==> src/rtl/linear_layer_start_fifo_srl_pkg.sv <==
// -----------------------------------------------------------------------------
// linear_layer_start_fifo_srl_pkg
//
// Purpose : Shared constants and elaboration helpers for the start-token FIFO
//           that sits between the producer task and the downstream PE task
//           in the Linear_Layer dataflow.
//
// Contents: EMPTY_N_RST / FULL_N_RST - values the status flags take in reset
//           occ_width()               - bits needed to count 0..depth
//           depth_fits()              - storage must be addressable with the
//                                       configured read-address width
// -----------------------------------------------------------------------------
package linear_layer_start_fifo_srl_pkg;

   // An empty FIFO has no token to offer and has room to accept one.
   localparam logic EMPTY_N_RST = 1'b0;
   localparam logic FULL_N_RST  = 1'b1;

   // Width of an occupancy counter that must represent 0..depth inclusive.
   function automatic int occ_width(input int depth);
      return $clog2(depth + 1);
   endfunction

   // Every storage slot must be reachable by the read address, and a FIFO
   // needs at least one slot.
   function automatic bit depth_fits(input int depth, input int addr_width);
      return (depth >= 1) && (depth <= (1 << addr_width));
   endfunction

endpackage : linear_layer_start_fifo_srl_pkg

==> src/rtl/linear_layer_start_fifo_srl_shiftreg.sv <==
// -----------------------------------------------------------------------------
// linear_layer_start_fifo_srl_shiftreg
//
// Purpose : Shift-register token storage. A write shifts din into slot 0 and
//           moves every older entry up one slot; the read side is a plain
//           address-indexed mux, so the oldest entry lives at the highest
//           occupied index. Contents are never reset: the controller only
//           exposes slots it knows to be valid.
//
// Ports   : clk  in   rising-edge clock
//           we   in   shift enable (one accepted write)
//           addr in   read address, 0..DEPTH-1
//           din  in   token to store
//           dout out  token at addr (combinational read)
// -----------------------------------------------------------------------------
module linear_layer_start_fifo_srl_shiftreg
   import linear_layer_start_fifo_srl_pkg::*;
#(
   parameter int DATA_WIDTH = 1,
   parameter int ADDR_WIDTH = 1,
   parameter int DEPTH      = 2
) (
   input  logic                  clk,
   input  logic                  we,
   input  logic [ADDR_WIDTH-1:0] addr,
   input  logic [DATA_WIDTH-1:0] din,
   output logic [DATA_WIDTH-1:0] dout
);

   logic [DATA_WIDTH-1:0] mem_q [DEPTH];
   logic [DATA_WIDTH-1:0] mem_d [DEPTH];

   always_comb begin
      mem_d = mem_q;
      if (we) begin
         mem_d[0] = din;
         for (int i = 1; i < DEPTH; i++) begin
            mem_d[i] = mem_q[i-1];
         end
      end
   end

   // Storage is deliberately left out of reset.
   always_ff @(posedge clk) begin
      mem_q <= mem_d;
   end

   // Decoded read mux; works for any DEPTH up to 2**ADDR_WIDTH without
   // needing the address width to match the slot count exactly.
   always_comb begin
      dout = '0;
      for (int i = 0; i < DEPTH; i++) begin
         if (addr == ADDR_WIDTH'(i)) begin
            dout = mem_q[i];
         end
      end
   end

endmodule : linear_layer_start_fifo_srl_shiftreg

==> src/rtl/linear_layer_start_fifo_srl.sv <==
// -----------------------------------------------------------------------------
// linear_layer_start_fifo_srl
//
// Purpose : Control wrapper for the start-token FIFO. Tracks occupancy,
//           produces registered full/empty flags and a registered read
//           address, and drives the shift-register storage. First-word-fall-
//           through: while if_empty_n=1 the oldest token is on if_dout.
//
// Handshake: a write is accepted (push) on a rising edge where
//           if_write & if_write_ce & if_full_n are all 1; a read is accepted
//           (pop) where if_read & if_read_ce & if_empty_n are all 1. A request
//           made against a deasserted flag has no effect and must be held by
//           the requester. Flags are registered, so acceptance never depends
//           combinationally on the opposite side's request.
//
// Ports   : clk               in   rising-edge clock
//           reset             in   synchronous, active-high
//           if_write_ce       in   write-side clock enable
//           if_write          in   producer write request
//           if_din            in   producer token
//           if_full_n         out  1 = space available
//           if_read_ce        in   read-side clock enable
//           if_read           in   consumer pop request
//           if_dout           out  head token (valid while if_empty_n=1)
//           if_empty_n        out  1 = token available
//           if_num_data_valid out  occupancy 0..DEPTH
// -----------------------------------------------------------------------------
module linear_layer_start_fifo_srl
   import linear_layer_start_fifo_srl_pkg::*;
#(
   parameter int DATA_WIDTH = 1,
   parameter int ADDR_WIDTH = 1,
   parameter int DEPTH      = 2
) (
   input  logic                  clk,
   input  logic                  reset,
   input  logic                  if_write_ce,
   input  logic                  if_write,
   input  logic [DATA_WIDTH-1:0] if_din,
   output logic                  if_full_n,
   input  logic                  if_read_ce,
   input  logic                  if_read,
   output logic [DATA_WIDTH-1:0] if_dout,
   output logic                  if_empty_n,
   output logic [ADDR_WIDTH:0]   if_num_data_valid
);

   // ---------------------------------------------------------------------
   // Elaboration checks
   // ---------------------------------------------------------------------
   if (!depth_fits(DEPTH, ADDR_WIDTH)) begin : g_bad_depth
      $error("linear_layer_start_fifo_srl: DEPTH must be 1..2**ADDR_WIDTH");
   end

   // Follows from the check above, but keeps the occupancy port honest if
   // the width relationship is ever reworked.
   if (occ_width(DEPTH) > ADDR_WIDTH + 1) begin : g_bad_occ
      $error("linear_layer_start_fifo_srl: occupancy does not fit ADDR_WIDTH+1 bits");
   end

   localparam logic [ADDR_WIDTH:0]   CNT_DEPTH = (ADDR_WIDTH + 1)'(DEPTH);
   localparam logic [ADDR_WIDTH:0]   CNT_ONE   = (ADDR_WIDTH + 1)'(1);
   localparam logic [ADDR_WIDTH-1:0] ADDR_ONE  = ADDR_WIDTH'(1);

   // ---------------------------------------------------------------------
   // State
   // ---------------------------------------------------------------------
   logic [ADDR_WIDTH:0]   cnt_q,     cnt_d;
   logic [ADDR_WIDTH-1:0] rd_addr_q, rd_addr_d;
   logic                  empty_n_q, empty_n_d;
   logic                  full_n_q,  full_n_d;

   logic push;
   logic pop;

   // Acceptance is qualified only by registered flags.
   assign push = if_write & if_write_ce & full_n_q;
   assign pop  = if_read  & if_read_ce  & empty_n_q;

   // ---------------------------------------------------------------------
   // Next-state
   // ---------------------------------------------------------------------
   always_comb begin
      cnt_d     = cnt_q;
      rd_addr_d = rd_addr_q;

      if (push && !pop) begin
         cnt_d = cnt_q + CNT_ONE;
         // The first token lands in slot 0, which is where rd_addr already
         // points; only later pushes move the head further up.
         if (cnt_q != '0) begin
            rd_addr_d = rd_addr_q + ADDR_ONE;
         end
      end else if (pop && !push) begin
         cnt_d = cnt_q - CNT_ONE;
         // Popping the last token leaves rd_addr parked at 0.
         if (cnt_q != CNT_ONE) begin
            rd_addr_d = rd_addr_q - ADDR_ONE;
         end
      end
      // push & pop together: the shift moves the next-oldest token into the
      // head slot while rd_addr stays put, so nothing changes here.

      empty_n_d = (cnt_d != '0);
      full_n_d  = (cnt_d != CNT_DEPTH);
   end

   always_ff @(posedge clk) begin
      if (reset) begin
         cnt_q     <= '0;
         rd_addr_q <= '0;
         empty_n_q <= EMPTY_N_RST;
         full_n_q  <= FULL_N_RST;
      end else begin
         cnt_q     <= cnt_d;
         rd_addr_q <= rd_addr_d;
         empty_n_q <= empty_n_d;
         full_n_q  <= full_n_d;
      end
   end

   // ---------------------------------------------------------------------
   // Storage
   // ---------------------------------------------------------------------
   linear_layer_start_fifo_srl_shiftreg #(
      .DATA_WIDTH (DATA_WIDTH),
      .ADDR_WIDTH (ADDR_WIDTH),
      .DEPTH      (DEPTH)
   ) u_shiftreg (
      .clk  (clk),
      .we   (push),
      .addr (rd_addr_q),
      .din  (if_din),
      .dout (if_dout)
   );

   // ---------------------------------------------------------------------
   // Outputs
   // ---------------------------------------------------------------------
   assign if_full_n         = full_n_q;
   assign if_empty_n        = empty_n_q;
   assign if_num_data_valid = cnt_q;

endmodule : linear_layer_start_fifo_srl

==> config.mk <==
export PLATFORM = sky130hd
export DESIGN_NAME = linear_layer_start_fifo_srl
export DESIGN_NICKNAME = d
export VERILOG_FILES = /design/src/rtl/linear_layer_start_fifo_srl_pkg.sv /design/src/rtl/linear_layer_start_fifo_srl_shiftreg.sv /design/src/rtl/linear_layer_start_fifo_srl.sv
export SDC_FILE = /design/constraint.sdc
export NUM_CORES = 1
export LEC_CHECK = 0
export CORE_AREA = 8 8 45 47
export DETAILED_ROUTE_END_ITERATION = 12
export DIE_AREA = 0 0 53 55
export GPL_ROUTABILITY_DRIVEN = 0
export PLACE_DENSITY = 0.6
export SLEW_MARGIN = 20
export SYNTH_ARGS = -nofsm -noshare
export SYNTH_HDL_FRONTEND = slang
export SYNTH_SLANG_ARGS = --single-unit
==> constraint.sdc <==
create_clock -name clk -period 1.8 [get_ports clk]
set_input_delay 0.36 -clock clk [delete_from_list [all_inputs] [get_ports clk]]
set_output_delay 0.36 -clock clk [all_outputs]
set_load 0.01 [all_outputs]
# Word-level counts from Yosys, hierarchy flattened
# Cells that the tools add are included.
# word_totals
elab_cells	33
out_inout_bits	5
inputBits	7
regBits	7
# op_classes
muxes	7
n_eq_ne	3
n_bitwise	4
n_addsub	4
reduce_logical	9
# op_table
op	n
$reduce_bool A2 Y1	4
$mux W1	5
$and A1 B1 Y1	4
$mux W2	2
$ne A2 B1 Y1 const B	2
$reduce_and A3 Y1	1
$add A2 B1 Y2 const B	1
$logic_and A1 B1 Y1	2
$logic_not A1 Y1	2
$ne A2 B2 Y1 const B	1
$sub A2 B1 Y2 const B	1
$add A1 B1 Y1 const B	1
$sub A1 B1 Y1 const B	1

# Depth between registers and ports, before layout
# depth
depth_word	7
depth_mapped	6
mapped_depth_nobuf	6

# By module
# From an unflattened synthesis, not the netlist that was laid out.
# unflattened
hier_cells	36
hier_area_um2	371.6
# by_module_without_submodules
mod	cells_per_inst	seq_area_each_um2	area_per_inst_um2	n_inst
linear_layer_start_fifo_srl	33	100.1	296.5	1
linear_layer_start_fifo_srl_shiftreg	3	60.1	75.1	1

# Worst setup path after synthesis
# Ideal clock, no wire load.
# synth_path
path_kind	flip-flop to flip-flop
start	register full_n_q (netlist: if_full_n)
end	register rd_addr_q
t_required_ps	1730
path_stages_with_launch	7
arrival_ps	1548
setup_time_ps	70
period_less_slack_ps	1618
slack_ps	182
n_path_buf	0
cell_sequence	dfxtp_1 -> nand3_1 -> inv_1 -> ha_1 -> mux2_4 -> or3_1 -> a21oi_1
# synth_via
elab_chain_cells	5
elab_cells_between_ends	9
classes_between	eq/ne: 1; mux: 1; bitwise: 1; reduce/logical: 6
# synth_lines
element	line	source
start: declaration	linear_layer_start_fifo_srl.sv:71	logic full_n_q, full_n_d;
start signal: assignment	linear_layer_start_fifo_srl.sv:118	full_n_q <= full_n_d;
$and A1 B1 Y1 (*)	linear_layer_start_fifo_srl.sv:77	assign push = if_write & if_write_ce & full_n_q;
net push	linear_layer_start_fifo_srl.sv:73	logic push;
$logic_not A1 Y1	linear_layer_start_fifo_srl.sv:94	end else if (pop && !push) begin
$logic_and A1 B1 Y1	linear_layer_start_fifo_srl.sv:94	
$reduce_bool A2 Y1 (no line)	-	
$reduce_and A3 Y1 (no line)	-	
end signal: assignment	linear_layer_start_fifo_srl.sv:116	rd_addr_q <= rd_addr_d;
end: declaration	linear_layer_start_fifo_srl.sv:69	logic [ADDR_WIDTH-1:0] rd_addr_q, rd_addr_d;
# The timed path passes the listed nets; every way through them passes the cells marked *.
# A chain may end at the register's enable or synchronous reset.

# Final worst setup path
# layout_path
start	input port if_read
end	register rd_addr_q
# layout_via
elab_chain_cells	6
elab_cells_between_ends	10
classes_between	eq/ne: 1; mux: 1; bitwise: 2; reduce/logical: 6
# layout_lines
element	line	source
start: declaration	linear_layer_start_fifo_srl.sv:42	input logic if_read,
$and A1 B1 Y1 (*) (2 in a row)	linear_layer_start_fifo_srl.sv:78	assign pop = if_read & if_read_ce & empty_n_q;
$logic_not A1 Y1	linear_layer_start_fifo_srl.sv:87	if (push && !pop) begin
$logic_and A1 B1 Y1	linear_layer_start_fifo_srl.sv:87	
$ne A2 B1 Y1 (no line) / $reduce_bool A2 Y1 (equally long branches)	-	
$reduce_and A3 Y1 (no line)	-	
# Every way passes the cells marked *; elsewhere a longest branch is shown, timed or not.

==> results.py <==
metrics = {
    "outcome": {
        "status": "completed",
    },
    "layout": {
        "diodes": 0,
        "final_layout_size_suffix_gt1_share_pct": 28.81,
        "fin_cells": 75,
        "layout.nets": 71,
        "synthToLayoutAreaGrowth_pct": 61.51,
    },
    "setup_path": {
        "crit_slowest_cell": "clkdlybuf4s50_1",
        "crit_chain": "clkdlybuf4s50_1 > and3_1 > inv_1 > ha_2 > mux2_4 > or3_1 > a21oi_1",
        "crit_buf_inv": 2,
        "crit_family": "buffers and inverters",
        "critPathArrivalTime_ns": 1.94,
        "required_ns": 1.98,
        "worstPathMaxFanout": 2,
        "slowest_delay_ns": 0.45,
        "end_kind": "register",
        "crit_type": "in2reg",
        "start_kind": "primary input",
    },
    "grt": {
        "grt_pass1_vias": 344,
        "antenna_found_initial": 0,
        "gr-total-overflow": 0,
        "grt_max_degree": 7,
        "grt_usage_pct": 6.473,
        "grt_pass1_wl_mm": 1.331,
    },
    "yosys": {
        "synth.area.top_cells": "dfxtp_1 (27%), edfxtp_1 (16%), ha_1 (14%), inv_1 (5.2%), o21ai_0 (4.1%)",
        "synth_ff_type": "dfxtp_1",
        "ys_ff_latch": 7,
        "synthArstFlopShare_pct": 0,
        "seq_area_frac_synth_pct": 43.99,
        "synth_edf_count": 2,
        "yosysTopAreaCell": "dfxtp_1",
        "ys_types": 20,
        "syn_area_sq_um": 364.1,
        "synth.avg_cell_area_sq_um": 9.841,
        "syn_nets": 48,
        "yosysWarnings": 0,
        "synth_top_area_share_pct": 27.49,
        "postSynthCellCount": 37,
    },
    "clocking": {
        "cts_max_path_buffers": 2,
        "hold_buffers": 0,
        "insertion_delay_ns": 0.25,
        "htree_levels": 1,
        "numCtsBuffers": 3,
        "tritoncts": "built",
        "clockRootBuffer": "clkbuf_4",
        "post_cts_buffers": 0,
        "clock_sinks": 7,
        "cts_resized": 1,
        "clkTransAtPathRegs_ns": 0.05,
    },
    "sta": {
        "maxSlewViolCount": 0,
        "hold_viol_final": 0,
        "tightest_slew_ns": 0.2260,
        "hold-worst-slack_ns": 0.4694,
        "setup_violations": 0,
        "timing.final.crit_share_pct": 98.01,
        "fin_skew_ns": 0.005042,
        "setup_tns_ns": 0,
        "timing.slew.headroom_pct": 84.77,
        "fin_crit_ns": 1.764,
        "max_freq_ghz": 0.5668,
    },
    "drt": {
        "wire_per_inst_um": 11.85,
        "drt_iter0_drc": 2,
        "route.detailed.drc": 0,
        "dr.pass1.iters": 4,
        "ant_nets": 0,
        "num_vias": 339,
        "vias_per_cell": 4.520,
        "wirelength_um": 889,
    },
    "pwr": {
        "power_density_nw_per_um2": 730.6,
        "leakage_uw": 0.0002492,
        "vdd_drop_max_mv": 0.3827,
    },
    "job": {
        "maxCapViolations": 0,
    },
    "floorplan": {
        "core_sq_um": 1384,
        "rows": 14,
        "die_h_um": 55,
        "initial_core_util_pct": 26.31,
        "die-area_sq_um": 2915,
        "die-width_um": 53,
        "io_pins": 12,
    },
    "placement": {
        "dpl.hpwl_um": 706.7,
        "io_buffers": 11,
        "dp.cells": 71,
    },
    "min_path": {
        "hold_path_class": "reg2reg",
    },
}
## layer usage
layer | wire length [um] | global-route usage (%) | share of wire [%] | up-vias
met5 | 0 | 0 | 0 | -
li1 | - | - | - | 175
met1 | 367 | 5.376 | 41 | 156
met3 | 51 | 5.348 | 5.7 | 0
met4 | 0 | 1.293 | 0 | 0
met2 | 469 | 11.72 | 53 | 8
## through the flow
step / instance area (sq um) / util [%] / total power (uW) / worst slack (ns)
6_report: 588.1 / 42.50 / 429.7 / 0.03578
5_1_grt: 588.1 / 42.50 / 464.2 / -0.01777
4_1_cts: 575.6 / 41.59 / 436.1 / 0.01740
3_5_place_dp: 546.8 / 39.51 / 287.3 / -0.2555
3_3_place_gp: 546.8 / 39.51 / 284.7 / -0.2284
2_1_floorplan: 364.1 / - / 231.6 / 0.1818
## path summary, 6_finish.rpt
| path | from | endpoint | slack [ns] | cells past startpoint |
|---|---|---|---|---|
| max | if_read | rd_addr_q | 0.04 | 7 |
| min | u_shiftreg.mem_q[1] | u_shiftreg.mem_q[0] | 0.47 | 0 |
| min reg2reg | u_shiftreg.mem_q[1] | u_shiftreg.mem_q[0] | 0.47 | 0 |
| max reg2reg | if_full_n | if_num_data_valid[1] | 0.27 | 7 |
## report_power, final
part	internal, uW	total [uW]	switching, uW
clock	84.7	143	58.5
sequential	174	183	8.78
combinational	62.2	103	41.3
total	321	430	109
## cell usage in the layout, fill, tap and decap left out, types with 2 or more instances in the layout
| cell | netlist | layout |
|---|---|---|
| clkdlybuf4s50_1 | 0 | 10 |
| buf_4 | 0 | 7 |
| dfxtp_1 | 5 | 5 |
| inv_1 | 5 | 4 |
| o21ai_0 | 3 | 3 |
| nor2_1 | 3 | 3 |
| ha_1 | 4 | 3 |
| clkbuf_4 | 0 | 3 |
| edfxtp_1 | 2 | 2 |
## state kept, by name (all words and copies together) (netlist names)
name               count
rd_addr_q              1
if_empty_n             1
u_shiftreg.mem_q       2
if_full_n              1
if_num_data_valid      2
## kinds of logic (layout without fill, tap and decap cells)
kind of cell,count (synthesis),after routing,synth area share [%]
simple gates,12,12,17.87
compound gates,7,7,12.03
flops,7,7,43.99
buf+inv,5,27,5.155
fa+ha+maj,4,4,13.75
mux,2,2,7.215
## synth_stat cells, drive strengths merged (2+ instances only)
| cell | number |
|---|---|
| nor2 | 3 |
| edfxtp | 2 |
| ha | 4 |
| nor3 | 2 |
| mux2 | 2 |
| o21ai | 3 |
| dfxtp | 5 |
| inv | 5 |
## layout make-up
| class | count | area, sq um |
|---|---|---|
| fillers | 136 | 795.8 |
| multi-input cells | 25 | 197.7 |
| repair buffers | 18 | 165.2 |
| flip-flops and latches | 7 | 160.2 |
| clock buffers | 4 | 26.28 |
| well taps | 16 | 20.02 |
| inverters | 5 | 18.77 |
Power figures use the tool's default switching activity.
